## config.mk

```make
export PLATFORM = sky130hd
export DESIGN_NAME = cam_capture_ctrl
export DESIGN_NICKNAME = d
export VERILOG_FILES = /design/src/rtl/cam_capture_ctrl.sv
export SDC_FILE = /design/constraint.sdc
export NUM_CORES = 1
export LEC_CHECK = 0
export CAP_MARGIN = 40
export CORE_ASPECT_RATIO = 1.1
export CORE_UTILIZATION = 40
export CTS_BUF_LIST = sky130_fd_sc_hd__clkbuf_2
export CTS_CLUSTER_DIAMETER = 200
export DETAILED_ROUTE_END_ITERATION = 16
export MAX_ROUTING_LAYER = met4
export PLACE_DENSITY = 0.76
export SLEW_MARGIN = 20
export SYNTH_ARGS = -nofsm -noshare
export SYNTH_HDL_FRONTEND = slang
export SYNTH_SLANG_ARGS = --single-unit
```

## constraint.sdc

```tcl
create_clock -name clk -period 1.51 [get_ports clk]
set_input_delay 0.2265 -clock clk [delete_from_list [all_inputs] [get_ports clk]]
set_output_delay 0.2265 -clock clk [all_outputs]
set_load 0.05 [all_outputs]
```

## src/rtl/cam_capture_ctrl.sv

```systemverilog
// Purpose : camera-side write controller; packs RGB444 byte pairs from an
//           OV7670-style stream into 12-bit pixels and writes the frame buffer.
// Latency : px_wr asserts on the edge that samples the second byte of a pixel;
//           frame_done pulses one clk after the state machine reaches DONE.
// Backpressure: none; the camera cannot be stalled. Pixels beyond the image
//           area are dropped and flagged on the sticky ovf output.
//
// Ports:
//   clk, rst               pixel clock, asynchronous active-low reset
//   init                   1 = capture frames continuously, 0 = stop after current frame
//   vsync, href, px_data   camera frame sync, line valid, byte
//   mem_px_addr/_data      buffer write address (pixel index) and RGB444 data
//   px_wr                  one-cycle write strobe per pixel
//   frame_done             one-cycle pulse per completed captured frame
//   busy                   high while waiting for or capturing a frame
//   ovf                    frame held more than IMG_W*IMG_H pixels; cleared at next SOF
module cam_capture_ctrl #(
    parameter int AW    = 15,
    parameter int DW    = 12,
    parameter int IMG_W = 160,
    parameter int IMG_H = 120
) (
    input  logic          clk,
    input  logic          rst,
    input  logic          init,
    input  logic          vsync,
    input  logic          href,
    input  logic [7:0]    px_data,
    output logic [AW-1:0] mem_px_addr,
    output logic [DW-1:0] mem_px_data,
    output logic          px_wr,
    output logic          frame_done,
    output logic          busy,
    output logic          ovf
);

    // Address one past the last image pixel; it holds the reserved black
    // pixel and must never be written by the camera side.
    localparam logic [AW-1:0] NPIX = AW'(IMG_W * IMG_H);

    typedef enum logic [2:0] {
        S_IDLE,
        S_WAIT_SOF,
        S_BYTE1,
        S_BYTE2,
        S_DONE
    } state_t;

    state_t        state;
    state_t        state_nxt;
    logic          vsync_q;
    logic [3:0]    red_q;
    logic [3:0]    red_nxt;
    logic          sof;
    logic          eof;

    logic [AW-1:0] addr_nxt;
    logic [DW-1:0] data_nxt;
    logic          wr_nxt;
    logic          done_nxt;
    logic          busy_nxt;
    logic          ovf_nxt;

    // vsync high = blanking, so its falling edge opens a frame and its
    // rising edge closes one.
    assign sof = vsync_q & ~vsync;
    assign eof = ~vsync_q & vsync;

    // State register
    always_ff @(posedge clk or negedge rst) begin
        if (!rst) begin
            state   <= S_IDLE;
            vsync_q <= 1'b0;
        end else begin
            state   <= state_nxt;
            vsync_q <= vsync;
        end
    end

    // Next-state logic; vsync edges win over href in the capture states.
    always_comb begin
        state_nxt = state;
        unique case (state)
            S_IDLE:     if (init) state_nxt = S_WAIT_SOF;
            S_WAIT_SOF: if (sof)  state_nxt = S_BYTE1;
            S_BYTE1: begin
                if (eof)       state_nxt = S_DONE;
                else if (href) state_nxt = S_BYTE2;
            end
            S_BYTE2: begin
                // href low here means the line ended on an odd byte; that
                // byte is discarded and the next line realigns on BYTE1.
                if (eof) state_nxt = S_DONE;
                else     state_nxt = S_BYTE1;
            end
            S_DONE:     state_nxt = init ? S_WAIT_SOF : S_IDLE;
            default:    state_nxt = S_IDLE;
        endcase
    end

    // Output next-values
    always_comb begin
        addr_nxt = mem_px_addr;
        data_nxt = mem_px_data;
        red_nxt  = red_q;
        wr_nxt   = 1'b0;
        ovf_nxt  = ovf;
        done_nxt = (state == S_DONE);
        busy_nxt = (state_nxt == S_WAIT_SOF) || (state_nxt == S_BYTE1) ||
                   (state_nxt == S_BYTE2);

        // The address advances on the cycle after each write, so it equals
        // the pixel index for the whole px_wr cycle. Writes only happen below
        // NPIX, which makes the address saturate at NPIX.
        if (px_wr) addr_nxt = mem_px_addr + 1'b1;

        unique case (state)
            S_WAIT_SOF: begin
                if (sof) begin
                    addr_nxt = '0;
                    ovf_nxt  = 1'b0;
                end
            end
            S_BYTE1: begin
                if (!eof && href) red_nxt = px_data[3:0];
            end
            S_BYTE2: begin
                if (!eof && href) begin
                    if (mem_px_addr < NPIX) begin
                        data_nxt = DW'({red_q, px_data});
                        wr_nxt   = 1'b1;
                    end else begin
                        ovf_nxt  = 1'b1;
                    end
                end
            end
            default: ;
        endcase
    end

    // Output registers
    always_ff @(posedge clk or negedge rst) begin
        if (!rst) begin
            mem_px_addr <= '0;
            mem_px_data <= '0;
            red_q       <= '0;
            px_wr       <= 1'b0;
            frame_done  <= 1'b0;
            busy        <= 1'b0;
            ovf         <= 1'b0;
        end else begin
            mem_px_addr <= addr_nxt;
            mem_px_data <= data_nxt;
            red_q       <= red_nxt;
            px_wr       <= wr_nxt;
            frame_done  <= done_nxt;
            busy        <= busy_nxt;
            ovf         <= ovf_nxt;
        end
    end

endmodule

```

==> results of run 1 <==
==> metrics by stage <==
step | power, mW | cells | util
after global placement | 4.98 | 267 | 0.618
after global routing | 5.97 | 279 | 0.664
after floorplan | 3.59 | 145 | -
after detailed placement | 5.03 | 267 | 0.618
after CTS | 5.69 | 278 | 0.647
final | 5.70 | 279 | 0.664
==> area by class of cell <==
cell class | instances | area (sq um) | area share
clock buffer | 5 | 25.0 | 0.00879
clock inverter | 3 | 43.8 | 0.0154
inverter | 5 | 18.8 | 0.00659
multi-input combinational | 96 | 853 | 0.300
sequential | 39 | 995 | 0.349
tap | 54 | 67.6 | 0.0237
timing repair buffer | 77 | 843 | 0.296
==> power breakdown <==
part	switching, mW	internal (mW)	leakage [nW]
combinational	1.81	1.49	0.798
sequential	0.291	1.46	0.475
clock	0.368	0.280	0.0429
total	2.47	3.23	1.32
==> worst register-to-register path, stage by stage, from the launching register on <==
cell and delay, ns:
dfrtp_2 0.47, buf_4 0.13, nand4_1 0.16, buf_4 0.19, nor4_1 0.31, xnor2_1 0.17, nor2_1 0.05
==> layer usage <==
metal,vias to the layer above,global-route usage,wire (microns)
met5,-,-,0
met4,0,0.0870,61
met3,7,0.0425,110
met2,31,0.271,1940
met1,652,0.229,1660
li1,660,-,-
==> worst min path at each step <==
stage | to | slack, ns | depth (start not counted)
2_1_floorplan | busy | -0.07 | 0
3_3_place_gp | red_q[0] | 0.23 | 1
3_5_place_dp | red_q[0] | 0.23 | 1
4_1_cts | mem_px_data[3] | 0.28 | 2
5_1_grt | mem_px_data[6] | 0.28 | 2
6_report | mem_px_data[7] | 0.26 | 2
==> cell usage in the layout, fill, tap and decap left out, types with 2 or more instances in the layout <==
| cell type | synthesis | layout |
|---|---|---|
| buf_12 | 0 | 19 |
| mux2_4 | 9 | 9 |
| a21oi_1 | 3 | 3 |
| o21ai_0 | 3 | 2 |
| mux2_2 | 8 | 8 |
| buf_4 | 1 | 45 |
| nor4_4 | 1 | 4 |
| xor2_1 | 3 | 3 |
| inv_1 | 5 | 5 |
| nand3_1 | 6 | 4 |
| nor2_1 | 17 | 16 |
| xnor2_1 | 8 | 7 |
| clkdlybuf4s50_1 | 0 | 11 |
| dfrtp_1 | 39 | 24 |
| dfrtp_2 | 0 | 15 |
| clkbuf_2 | 0 | 5 |
| nand4_1 | 4 | 4 |
| mux2i_1 | 2 | 2 |
| nor3b_1 | 2 | 2 |
| nand2_1 | 6 | 6 |
| nand3_2 | 1 | 2 |
| nand2b_1 | 3 | 3 |
==> logic make-up (layout without fill, tap and decap cells) <==
kind of cell / after synthesis / count (layout) / synth area share
adders and majority gates: 1 / 1 / 0.00704
and+or+nand+nor: 54 / 54 / 0.175
xor gates and xnor gates: 11 / 11 / 0.0542
AOI/OAI and AO/OA: 11 / 11 / 0.0443
DFF: 39 / 39 / 0.549
muxes: 19 / 19 / 0.138
buffers and inverters: 10 / 90 / 0.0331
==> sequential cells by signal, indices dropped and copies added (netlist names) <==
signal,count
busy,1
frame_done,1
mem_px_addr,15
mem_px_data,12
ovf,1
px_wr,1
red_q,4
state,3
vsync_q,1
==> repair_timing <==
item | CTS | global route
setup buffers | 2 | 1
pin swaps | 4 | 3
hold buffers | 1 | 0
endpoints found under the hold margin | 22 | 0
endpoints found under the setup margin | 16 | 19
gates resized for setup | 6 | 10
==> impl_metrics.toml, run 1 <==
[sta]
hold_viol = 0
finalHoldWorstSlack_ns = 0.264
slew_violations = 0
finalCriticalPeriod_ns = 1.59
slew_headroom = 0.658
period_share = 1.05
rsz0062_at_grt = "true"
clock.fmax_ghz = 0.630
finalSetupTns_ns = -0.262
worst_slew_pin_slew_ns = 0.512
skew_ns = 0.0314
finalSetupViolCount = 11
setup_ws_ns = -0.0774

[layout]
design_area_sq_um = 2850
area_growth_pct = 60.1
fin_nets = 238
drive_gt1_frac = 0.538
fill_cells = 299
n_antenna_cell = 0

[status]
violations = "negative setup slack"
status = "finished, violations left"

[yosys]
post-synth-top-area-cell = "dfrtp_1"
synth_top_area_frac = 0.549
synth_async_sr_flop_share = 1.00
synth_warnings = 0
synth_commonest_cells = "dfrtp_1 (39), nor2_1 (17), mux2_4 (9)"
synth.cell_area_sq_um = 1780
synth_area_leaders = "dfrtp_1 (55%), mux2_4 (7.6%), mux2_2 (5.1%), xnor2_1 (3.9%), nor2_1 (3.6%)"
synth_nets = 159
yosysMostFrequentCell = "dfrtp_1"
ys_seq_area_frac = 0.549
avgSynthCellArea_sq_um = 12.3
synth_ff_type = "dfrtp_1"
ys_ff_latch = 39
postSynthCellCount = 145
synth_edf_count = 0
synth_cell_types = 35

[detailed_routing]
routed_wl_mm = 3.78
first_pass_iters = 4
num_vias = 1350
ant_nets = 0
drcViolationCount = 0
first_iter_violations = 34
via_per_inst = 4.84
wl_per_cell_microns = 13.5

[die]
boundaryPins = 44
initial_core_util = 0.415
num_rows = 25
die_area_sq_um = 4720
die_y_microns = 71.9
core_sq_um = 4290
die_x_microns = 65.6

[power]
leakage_nw = 1.32
ir_worst_vdd_mv = 1.04
powerDensity_nw_per_um2 = 2000

[clock_tree]
clock_sinks = 39
cts_made_buffers = 5
htreeDepth = 2
cts_tree = "built"
clk_pin_slew_worst_paths_ns = 0.23
cts_buffer_depth = 2
root_buffer = "clkbuf_2"
clk_latency_ns = 0.43

[critical_path]
cp.buffers_inverters = 2
startpoint = "mem_px_addr[0]"
crit_required_ns = 1.83
cpPeakStageDelay_ns = 0.47
critPathSlowestCell = "dfrtp_2"
end_kind = "flop"
crit_cells = 6
critPathKind = "flop to flop"
critPathCapture = "mem_px_addr[11]"
r2r-end = "mem_px_addr[11]"
crit_path_cell_trace = "buf_4 > nand4_1 > buf_4 > nor4_1 > xnor2_1 > nor2_1"
ff2ff_setup_slack_ns = -0.08
crit_arrival_ns = 1.91
cp_top_family = "simple AND/OR/NAND/NOR gates"
crit_path_max_fanout = 3
rr_worst_depth = 6
cpMostUsedCell = "buf_4"
start_kind = "flop"
rr_startpoint = "mem_px_addr[0]"

[flow_run]
max-cap-violations = 0

[global_route]
grt_pass1_vias = 1362
grt_max_degree = 24
grt_overflow = 0
antenna_found_initial = 0
grt_pass1_wl_mm = 6.18
grt_usage = 0.180

[placed_design]
placed_area_sq_um = 2650
dp_hpwl_mm = 2.80
routabilityCongestion = 0.756
dp_worst_setup_slack_ns = -0.197
port_buffers = 43

[min_path]
min_path_type = "input pin to asynchronous set/reset pin"
(Power assumes the default switching activity.)
==> run 2, diff against run 1 <==
Settings changed: CORE_MARGIN set to 4.
==> run 2 against run 1 <==
  * The flow still finishes with violations (negative setup slack)
  * Fmax is 0.94% higher
  * Total power increased by 0.85%
  * Sequential share of layout area decreased by 0.54 points
  * Clock-buffer cell count is the same
  * Critical endpoint is now mem_px_data[4]
  * Largest power group unchanged
==> impl_metrics.toml, run 2 (synthesis results as in run 1) <==
[placed_design]
port_buffers = 43
dp_hpwl_mm = 2.82
routabilityCongestion = 0.789

[detailed_routing]
drcViolationCount = 0
wl_per_cell_microns = 14.5
num_vias = 1442
via_per_inst = 5.02
first_pass_iters = 4
ant_nets = 0
routed_wl_mm = 4.17
first_iter_violations = 84

[power]
internal_power_mw = 3.25
swShare = 0.434
pwr-share-comb = 0.581
power_mw = 5.74
ir_worst_vdd_mv = 1.12
power_frac_seq = 0.308
leakage_nw = 1.32
power_switching_mw = 2.49
powerDensity_nw_per_um2 = 1990
clkPwrFrac = 0.112

[critical_path]
critPathSlowestCell = "dfrtp_2"
cp_top_family = "compound AO/OA/AOI/OAI gates"
start_kind = "flop"
crit_required_ns = 1.84
rr_startpoint = "mem_px_addr[11]"
cpPeakStageDelay_ns = 0.48
critPathKind = "flop to flop"
rr_worst_depth = 4
cp.buffers_inverters = 0
crit_path_max_fanout = 6
end_kind = "flop"
crit_path_cell_trace = "a211o_1 > o21ai_4 > nand2_4 > mux2_4"
crit_arrival_ns = 1.90
crit_cells = 4
r2r-end = "mem_px_data[4]"
ff2ff_setup_slack_ns = -0.06

[die]
initial_core_util = 0.415
core_sq_um = 4290
boundaryPins = 44
die_x_microns = 71.6
die_area_sq_um = 5580
num_rows = 25
die_y_microns = 77.9

[global_route]
grt_pass1_vias = 1337
antenna_found_initial = 0
grt_overflow = 0
grt_pass1_wl_mm = 6.47
grt_usage = 0.155
grt_max_degree = 40

[sta]
hold_viol = 0
finalCriticalPeriod_ns = 1.57
skew_ns = 0.0143
clock.fmax_ghz = 0.636
finalSetupViolCount = 14
slew_violations = 0
worst_slew_pin_slew_ns = 0.290
slew_headroom = 0.806
rsz0062_at_grt = "true"
period_share = 1.04
finalSetupTns_ns = -0.741
setup_ws_ns = -0.0627

[flow_run]
max-cap-violations = 0

[status]
status = "finished, violations left"
violations = "negative setup slack"

[layout]
top_regs = "mem_px_addr (15), mem_px_data (12), red_q (4)"
n_antenna_cell = 0
layout_commonest_cell = "buf_4"
area_growth_pct = 62.6
drive_gt1_frac = 0.549
largest_register_ffs = 15
top_register = "mem_px_addr"
final_util = 0.675
fin_nets = 246
layout_common_cells = "buf_4 (48), dfrtp_1 (24), buf_12 (19)"

[clock_tree]
cts_buffer_depth = 2
clock_sinks = 39
clk_pin_slew_worst_paths_ns = 0.21
htreeDepth = 2
clk_latency_ns = 0.41
cts_made_buffers = 5
cts_tree = "built"
root_buffer = "clkbuf_2"

[min_path]
min_path_type = "input pin to asynchronous set/reset pin"
-- run 2: how the worst max path moves through the flow --
stage	from	slack [ns]	endpoint
CTS	mem_px_addr[1]	-0.04	mem_px_addr[13]
finish	mem_px_addr[11]	-0.06	mem_px_data[4]
global route	mem_px_addr[1]	-0.18	mem_px_addr[11]
floorplan	mem_px_addr[10]	-0.14	mem_px_data[10]
global placement	vsync	-0.13	mem_px_data[0]
detailed placement	vsync	-0.17	mem_px_data[1]
-- run 2: power groups by stage --
stage / Sequential (mW) / Combinational, mW / Clock, mW
3_5_place_dp: 1.77 / 3.25 / 0
6_report: 1.77 / 3.34 / 0.642
4_1_cts: 1.75 / 3.28 / 0.663
5_1_grt: 1.82 / 3.48 / 0.717
3_3_place_gp: 1.77 / 3.20 / 0
2_1_floorplan: 2.87 / 0.730 / 0
-- run 2: layout make-up --
cell class | instances | area [sq um]
repair buffers | 84 | 911
clock buffers | 5 | 25.0
well taps | 54 | 67.6
multi-input cells | 97 | 831
inverters | 5 | 18.8
clock inverters | 3 | 43.8
flip-flops and latches | 39 | 995
fillers | 279 | 1390
-- run 2: worst register-to-register path, delay by kind of cell (launching register included) --
family / cells / cell delay, ns
mux: 1 / 0.31
flops: 1 / 0.48
compound gates: 2 / 0.57
simple gates: 1 / 0.14
-- run 2: through the flow --
step / setup WS [ns] / cell area, sq um / std cells / hold WS [ns]
6_report: -0.0627 / 2890 / 287 / 0.275
2_1_floorplan: -0.142 / 1810 / 145 / -0.0691
3_3_place_gp: -0.131 / 2660 / 268 / 0.207
3_5_place_dp: -0.166 / 2660 / 268 / 0.213
4_1_cts: -0.0421 / 2750 / 278 / 0.248
5_1_grt: -0.183 / 2890 / 287 / 0.257
-- run 2: metal layers --
metal	GRT usage	routed length [microns]	vias up
met4	0.0695	74	0
li1	-	-	682
met5	-	0	-
met2	0.245	2170	43
met3	0.0440	189	8
met1	0.183	1730	709
-- run 2: timing repair --
| action | in CTS | in global routing |
|---|---|---|
| hold buffers | 1 | 0 |
| gates cloned | 0 | 1 |
| setup endpoints to repair | 14 | 20 |
| pin swaps | 2 | 4 |
| hold endpoints to repair | 39 | 0 |
| setup buffers | 2 | 9 |
| resized for setup | 2 | 14 |
==> run 3, diff against run 2 <==
Settings changed: TNS_END_PERCENT set to 50.
==> run 3 against run 2 <==
  * The flow still finishes with violations (negative setup slack)
  * Clock skew rose by 0.00091 ns
  * Critical path depth did not move
  * Combinational power fell by 1%
  * Sequential share of layout area rose by 1.2 points
  * Final area fell by 3.3%
  * Register-to-register slack barely moved
  * Highest routed layer unchanged
==> impl_metrics.toml, run 3 (synthesis results as in run 1) <==
[status]
status = "finished, violations left"
violations = "negative setup slack"

[layout]
area_growth_pct = 57.2
fin_nets = 243
design_area_sq_um = 2800
layout_common_cells = "buf_4 (50), dfrtp_1 (24), buf_12 (17)"
layout_commonest_cell = "buf_4"
drive_gt1_frac = 0.535
n_antenna_cell = 0
top_register = "mem_px_addr"
top_regs = "mem_px_addr (15), mem_px_data (12), red_q (4)"
largest_register_ffs = 15

[global_route]
grtUsageMet3 = 0.0363
grt-busiest-layer = "met2"
grt_max_degree = 22
grt_util_met1 = 0.186
grt_pass1_wl_mm = 6.57
grt_overflow = 0
use_met2 = 0.254
antenna_found_initial = 0
grt_usage = 0.156
grt_pass1_vias = 1435

[die]
num_rows = 25
initial_core_util = 0.415
boundaryPins = 44
core_sq_um = 4290
die_area_sq_um = 5580
die_x_microns = 71.6
die_y_microns = 77.9

[placed_design]
dp_worst_setup_slack_ns = -0.152
routabilityCongestion = 0.854
dp_hpwl_mm = 2.95
port_buffers = 43
placed_area_sq_um = 2610

[detailed_routing]
drcViolationCount = 0
via_per_inst = 5.03
first_iter_violations = 81
num_vias = 1428
routed_wl_mm = 4.13
wl_per_cell_microns = 14.5
first_pass_iters = 6
ant_nets = 0

[sta]
worst_slew_pin_slew_ns = 0.466
finalCriticalPeriod_ns = 1.57
skew_ns = 0.0152
rsz0062_at_grt = "true"
slew_headroom = 0.690
hold_viol = 0
period_share = 1.04
slew_violations = 0
clock.fmax_ghz = 0.637
setup_ws_ns = -0.0602
finalSetupViolCount = 17

[critical_path]
crit_path_cell_trace = "a211o_1 > o21ai_4 > nand2_8 > mux2_4"
critPathKind = "flop to flop"
crit_cells = 4
rr_startpoint = "mem_px_addr[11]"
startpoint = "mem_px_addr[11]"
crit_required_ns = 1.81
critPathSlowestCell = "dfrtp_2"
start_kind = "flop"
cp.buffers_inverters = 0
cp_top_family = "compound AO/OA/AOI/OAI gates"
rr_worst_depth = 4
crit_arrival_ns = 1.87
end_kind = "flop"
cpPeakStageDelay_ns = 0.48
crit_path_max_fanout = 13

[clock_tree]
root_buffer = "clkbuf_2"
clk_pin_slew_worst_paths_ns = 0.20
clock_sinks = 39
cts_made_buffers = 5
clk_latency_ns = 0.39
cts_tree = "built"
htreeDepth = 2
cts_buffer_depth = 2

[min_path]
min_path_type = "input pin to asynchronous set/reset pin"

[flow_run]
max-cap-violations = 0

[power]
ir_worst_vdd_mv = 1.26
leakage_nw = 1.27
powerDensity_nw_per_um2 = 1990
## run 3: cell types whose count changed in the layout (fill, tap and decap cells not counted), moves of 2 or more
cell | before | now
buf_12 | 19 | 17
buf_4 | 48 | 50
nor4_1 | 0 | 3
nor4_2 | 2 | 0
buf_6 | 4 | 2
## run 3: layer usage
metal  part of all wire  routed length [microns]  vias up
met1               0.40                     1660      690
li1                   -                        -      672
met5                  0                        0        -
met3              0.052                      214       15
met4              0.028                      116        0
met2               0.52                     2140       51
## run 3: timing repair
| item | 4_1_cts | 5_1_grt |
|---|---|---|
| resized for setup | 1 | 12 |
| hold buffers | 1 | 0 |
| endpoints found under the setup margin | 15 | 17 |
| buffers inserted | 1 | 8 |
| hold endpoints to repair | 19 | 0 |
| pin swaps | 3 | 5 |
## run 3: final timing paths
check,endpoint,slack (ns)
worst max-delay path,mem_px_data[5],-0.06
worst min-delay path,mem_px_data[9],0.29
worst max register to register,mem_px_data[5],-0.06
worst min register to register,mem_px_data[11],0.53
max in group asynchronous,vsync_q,0.69
min in group clk,mem_px_data[6],0.44
## run 3: through the flow
step                       util  TNS (ns)  power [mW]  hold slack (ns)  std cells
after detailed placement  0.609     -2.37        4.99            0.212        266
after global placement    0.609     -1.64        4.94            0.205        266
after floorplan               -     -1.43        3.59          -0.0691        145
final                     0.652    -0.619        5.56            0.289        284
after CTS                 0.625    -0.214        5.46            0.274        276
after global routing      0.652     -1.48        5.83            0.297        284
## run 3: final cells by class
cell class	count	area, sq um
multi-input combinational	96	808
sequential	39	995
clock buffer	6	30.0
clock inverter	2	12.5
fill	297	1490
inverter	5	18.8
timing repair buffer	82	863
tap	54	67.6
## run 3: where the power goes
group | switching (mW) | internal (mW)
sequential | 0.339 | 1.46
clock | 0.342 | 0.118
combinational | 1.79 | 1.51
